### src/rtl/hazard_controller.sv
`default_nettype none
// hazard_controller: forwarding selects, load-use stall, branch flush and a data-memory wait
// sequencer for the 5-stage RV32 pipeline, plus saturating perf counters and a sticky timeout flag.
module hazard_controller #(
  parameter int CNT_W       = 32,
  parameter int MEM_TIMEOUT = 16
) (
  input  logic             clk,
  input  logic             rst,
  input  logic [4:0]       Rs1D,
  input  logic [4:0]       Rs2D,
  input  logic [4:0]       Rs1E,
  input  logic [4:0]       Rs2E,
  input  logic [4:0]       RdE,
  input  logic [4:0]       RdM,
  input  logic [4:0]       RdW,
  input  logic             RegWriteM,
  input  logic             RegWriteW,
  input  logic [1:0]       ResultSrcE,
  input  logic [1:0]       PCSrcE,
  input  logic             MemAccessM,
  input  logic             mem_ready,
  output logic             StallF,
  output logic             StallD,
  output logic             StallE,
  output logic             StallM,
  output logic             FlushD,
  output logic             FlushE,
  output logic             FlushW,
  output logic [1:0]       ForwardAE,
  output logic [1:0]       ForwardBE,
  output logic             mem_busy,
  output logic             mem_err,
  output logic [CNT_W-1:0] stall_cnt,
  output logic [CNT_W-1:0] flush_cnt
);

  localparam int                WAIT_W    = $clog2(MEM_TIMEOUT + 1);
  localparam logic [WAIT_W-1:0] TIMEOUT_V = WAIT_W'(MEM_TIMEOUT);

  typedef enum logic [0:0] {
    S_RUN      = 1'b0,
    S_MEM_WAIT = 1'b1
  } state_e;

  state_e            state_q, state_d;
  logic [WAIT_W-1:0] wait_q, wait_d;
  logic              mem_err_q, mem_err_d;
  logic [CNT_W-1:0]  stall_cnt_q, stall_cnt_d;
  logic [CNT_W-1:0]  flush_cnt_q, flush_cnt_d;

  logic       lw_stall, taken, mem_hold;
  logic       stall_f, stall_d, stall_e, stall_m;
  logic       flush_d, flush_e, flush_w;
  logic [1:0] fwd_a, fwd_b;

  // M-stage result is newer than W-stage, so it takes priority.
  function automatic logic [1:0] fwd_sel(input logic [4:0] rs, input logic wr_m,
                                         input logic [4:0] rd_m, input logic wr_w,
                                         input logic [4:0] rd_w);
    logic [1:0] sel;
    sel = 2'b00;
    if (wr_m && (rd_m != 5'd0) && (rd_m == rs)) begin
      sel = 2'b10;
    end else if (wr_w && (rd_w != 5'd0) && (rd_w == rs)) begin
      sel = 2'b01;
    end
    return sel;
  endfunction

  always_comb begin
    lw_stall = (ResultSrcE == 2'b01) && (RdE != 5'd0) && ((RdE == Rs1D) || (RdE == Rs2D));
    taken    = |PCSrcE;
    mem_hold = (state_q == S_MEM_WAIT) || (MemAccessM && !mem_ready);
    fwd_a    = fwd_sel(Rs1E, RegWriteM, RdM, RegWriteW, RdW);
    fwd_b    = fwd_sel(Rs2E, RegWriteM, RdM, RegWriteW, RdW);

    stall_f = lw_stall;
    stall_d = lw_stall;
    stall_e = 1'b0;
    stall_m = 1'b0;
    flush_d = taken;
    flush_e = lw_stall || taken;
    flush_w = 1'b0;

    // Freeze the whole pipe while memory is outstanding; a taken branch in E resolves after exit.
    if (mem_hold) begin
      stall_f = 1'b1;
      stall_d = 1'b1;
      stall_e = 1'b1;
      stall_m = 1'b1;
      flush_d = 1'b0;
      flush_e = 1'b0;
      flush_w = 1'b1;
    end

    if (!rst) begin
      stall_f = 1'b0;
      stall_d = 1'b0;
      stall_e = 1'b0;
      stall_m = 1'b0;
      flush_d = 1'b0;
      flush_e = 1'b0;
      flush_w = 1'b0;
      fwd_a   = 2'b00;
      fwd_b   = 2'b00;
    end
  end

  always_comb begin
    state_d     = state_q;
    wait_d      = wait_q;
    mem_err_d   = mem_err_q;
    stall_cnt_d = stall_cnt_q;
    flush_cnt_d = flush_cnt_q;

    case (state_q)
      S_RUN: begin
        if (MemAccessM && !mem_ready) begin
          state_d = S_MEM_WAIT;
          wait_d  = '0;
        end
      end
      S_MEM_WAIT: begin
        if (wait_q != TIMEOUT_V) begin
          wait_d = wait_q + WAIT_W'(1);
        end
        if (wait_d == TIMEOUT_V) begin
          mem_err_d = 1'b1;
        end
        if (mem_ready) begin
          state_d = S_RUN;
        end
      end
      default: state_d = S_RUN;
    endcase

    if (stall_f && (stall_cnt_q != '1)) begin
      stall_cnt_d = stall_cnt_q + CNT_W'(1);
    end
    if (flush_d && (flush_cnt_q != '1)) begin
      flush_cnt_d = flush_cnt_q + CNT_W'(1);
    end
  end

  always_ff @(posedge clk or negedge rst) begin
    if (!rst) begin
      state_q     <= S_RUN;
      wait_q      <= '0;
      mem_err_q   <= 1'b0;
      stall_cnt_q <= '0;
      flush_cnt_q <= '0;
    end else begin
      state_q     <= state_d;
      wait_q      <= wait_d;
      mem_err_q   <= mem_err_d;
      stall_cnt_q <= stall_cnt_d;
      flush_cnt_q <= flush_cnt_d;
    end
  end

  assign StallF    = stall_f;
  assign StallD    = stall_d;
  assign StallE    = stall_e;
  assign StallM    = stall_m;
  assign FlushD    = flush_d;
  assign FlushE    = flush_e;
  assign FlushW    = flush_w;
  assign ForwardAE = fwd_a;
  assign ForwardBE = fwd_b;
  assign mem_busy  = rst && (state_q == S_MEM_WAIT);
  assign mem_err   = mem_err_q;
  assign stall_cnt = stall_cnt_q;
  assign flush_cnt = flush_cnt_q;

endmodule
`default_nettype wire

### config.mk
export PLATFORM = sky130hd
export DESIGN_NAME = hazard_controller
export DESIGN_NICKNAME = d
export VERILOG_FILES = /design/src/rtl/hazard_controller.sv
export SDC_FILE = /design/constraint.sdc
export NUM_CORES = 1
export LEC_CHECK = 0
export BUFFER_PORTS_ARGS = -buffer_cell sky130_fd_sc_hd__clkbuf_2
export CAP_MARGIN = 10
export CORE_MARGIN = 3
export CORE_UTILIZATION = 55
export DETAILED_ROUTE_END_ITERATION = 10
export PLACE_DENSITY = 0.95
export REMOVE_ABC_BUFFERS = 1
export SLEW_MARGIN = 15
export SYNTH_ARGS = -nofsm -noshare
export SYNTH_HDL_FRONTEND = slang
export SYNTH_SLANG_ARGS = --single-unit
### constraint.sdc
create_clock -name clk -period 3 [get_ports clk]
set_input_delay 0.15 -clock clk [delete_from_list [all_inputs] [get_ports clk]]
set_output_delay 0.15 -clock clk [all_outputs]
set_load 0.01 [all_outputs]
==> impl_results.md <==
* Outcome: complete, no violations
* Post-CTS setup buffer count at 0
* Starting DRC count in detailed routing at 207
* Nets at 553
* Post-synthesis sequential area ratio at 0.4630
* Chip width at 89.53 microns
* Max-cap violations at 0
* # port buffers at 121
* Post-DP HPWL at 7.608 mm
* Drt drc at 0
* CP required at 3.23 ns
* H-Tree Depth at 3
* Post-synth EDFFs at 0
* Clock Path Buffers at 2
* Critical Path Sink Type: flip-flop
* RSZ-0062 raised after global routing: false
* Root buffer cell: clkbuf_8
* Pwr/cell area at 541.3 nW/um^2
* Endpoints failing setup at 0
* Ys flop type: dfrtp_1
* Vias at 3435
* CTS sink count at 71
* Layout cells sized above 1 at 0.3006
* Total power draw at 0.002591 W
* Reg clk slew, reported paths at 0.07 ns
* Kind of critical path: in -> reg
* Worst-Skew Late Latency at 0.35 ns
* Setup TNS at 0 ns
* LEAKAGE at 2.345 nW
* Inserted Clock Buffers at 9
* Vias in the first global route at 3467
* Routed WL at 10.28 mm
* Hold violation count in the final report at 0
* CTS tree: yes
* GPL Wtd Cong at 0.8896
* Fin crit period at 2.593 ns
* Final ANT Viol Nets at 0
* Clk network pwr share at 0.358
* Min-Delay Path Class: in -> reg
* Worst EP arrival at 2.83 ns
* Area leader, netlist: dfrtp_1
* CP startpoint kind: primary input
* Ys Warns at 0
* Vias/cell at 5.706
* ANT cells at 0
* Mean area per synthesized cell at 10.23 sq um
* GR Overflow Total at 0
* Initial core utilization at 0.5843
* Chip Height at 89.53 microns
* Mapped Cells at 375
* Internal power at 0.001815 W
* Worst Skew at 0.01232 ns
* Async SR Flop Fraction at 1.000
* Gr usage total at 0.2742
* Count of different cell masters after synthesis at 48
* Area share of the largest cell type after synthesis at 0.4630
* Synth top area cells: dfrtp_1, xnor2_1, xor2_1
* Flops & latches, synth at 71
* Final worst-path cycle share at 0.8643
* Pins over their slew limit at 0
* Combinational share of power at 0.180
* Reg power frac at 0.462
* Pre-antenna DRT Iters at 5
* Die area at 8016 sq um
* Row count at 29
* Sw Ratio at 0.2994
* Area of the core at 6568 sq um
* First-pass GRT wire length at 16.73 mm
* Largest net degree at the start of global routing at 24
* Avg WL per Cell at 17.08 microns
* Max IR drop VDD at 0.3284 mV
* Worst slew pin tran at 0.6949 ns
* Worst rel slew slack at 0.5362
* CP Max Fanout at 21
* PostCTS Resize Cnt at 0
* Syn Std Cell Area at 3837 sq um
* Peak Freq at 385.7 MHz
* Switch Pwr at 0.0007759 W
* # IOs at 122
* CTS Hold Buffers Added at 2
* Area delta synth->final at 24.75%
* Initial antenna violation count at 0
state kept, by name, summed over array words and instances (netlist names):
name	flops
stall_cnt	32
flush_cnt	32
state_q	1
wait_q	5
mem_err	1
worst paths after layout:
check / cells after the start / to / slack [ns] / startpoint
setup / recovery: 8 / flush_cnt[21] / 0.41 / rst
hold / removal: 3 / state_q / 0.10 / MemAccessM
setup reg to reg: 7 / stall_cnt[28] / 0.53 / stall_cnt[0]
hold reg to reg: 1 / mem_err / 0.48 / mem_err
max in group asynchronous: 3 / stall_cnt[21] / 2.05 / rst
min in group asynchronous: 2 / flush_cnt[31] / 0.27 / rst
kinds of logic after synthesis:
kind of cell,Yosys count,synth area share
AND/OR/NAND/NOR,166,0.2351
XOR/XNOR,95,0.2168
flip-flops,71,0.4630
AO/OA/AOI/OAI,22,0.04565
buffers and inverters,15,0.02054
adder cells (fa/ha/maj),4,0.01304
multiplexers,2,0.005869
cell usage after synthesis, drive strengths merged (3+ instances only):
cell type  count
nand4         18
xor2          45
nand3         32
or4            7
inv            7
and4           4
and3          14
nor4           5
nor3          11
dfrtp         71
nor2          30
o21ai          7
and2           6
buf            6
a21oi          3
xnor2         50
nand2         29
ha             4
critical path: stages:
cell and delay [ns]:
dlygate4sd3_1 0.52, buf_2 0.39, o21ai_0 0.27, or4_1 0.56, a31oi_1 0.23, nor4b_1 0.43
nand2_1 0.13, xnor2_1 0.14
per-layer routing:
layer  global-route usage  routed length, microns  vias to the layer above
met5                    0                       0                        -
met4               0.1434                     329                        0
met3              0.04793                     685                       34
met2               0.4581                    5168                      161
met1               0.3388                    4099                     1676
li1                     -                       -                     1564
power groups by stage:
stage	clock network [W]	logic, W	registers [W]
after floorplan	0	0.000207	0.00122
after detailed placement	0	0.000458	0.00120
after CTS	0.000926	0.000467	0.00119
final	0.000928	0.000466	0.00120
after global placement	0	0.000435	0.00119
after global routing	0.000990	0.000524	0.00121
cell usage in the layout, fill, tap and decap left out, types with 11 or more instances in the layout:
master and count:
nand3_1 32, nand2_1 29, nor3_1 11, dfrtp_1 71, xor2_1 45, clkbuf_2 120, nor2_1 29, xnor2_1 50
nand4_1 17, and3_1 13
area by class of cell:
type	instances	area, sq um
timing repair buffer	126	648.1
tap	93	116.4
inverter	7	26.28
multi-input combinational	289	1982
clock buffer	11	131.4
clock inverter	5	106.4
sequential	71	1777
fill	459	1780
per-stage QoR:
stage | instance area [sq um] | utilization | hold slack (ns) | cells | worst slack (ns)
6_report | 4787 | 0.7289 | 0.1048 | 602 | 0.4071
5_1_grt | 4787 | 0.7289 | 0.1457 | 602 | 0.06632
4_1_cts | 4787 | 0.7289 | 0.09009 | 602 | 0.4023
3_5_place_dp | 4529 | 0.6897 | 0.1123 | 584 | 0.6446
3_3_place_gp | 4529 | 0.6897 | 0.1078 | 584 | 0.7890
2_1_floorplan | 3785 | - | -0.1456 | 367 | 0.9154
(Power assumes the default switching activity.)
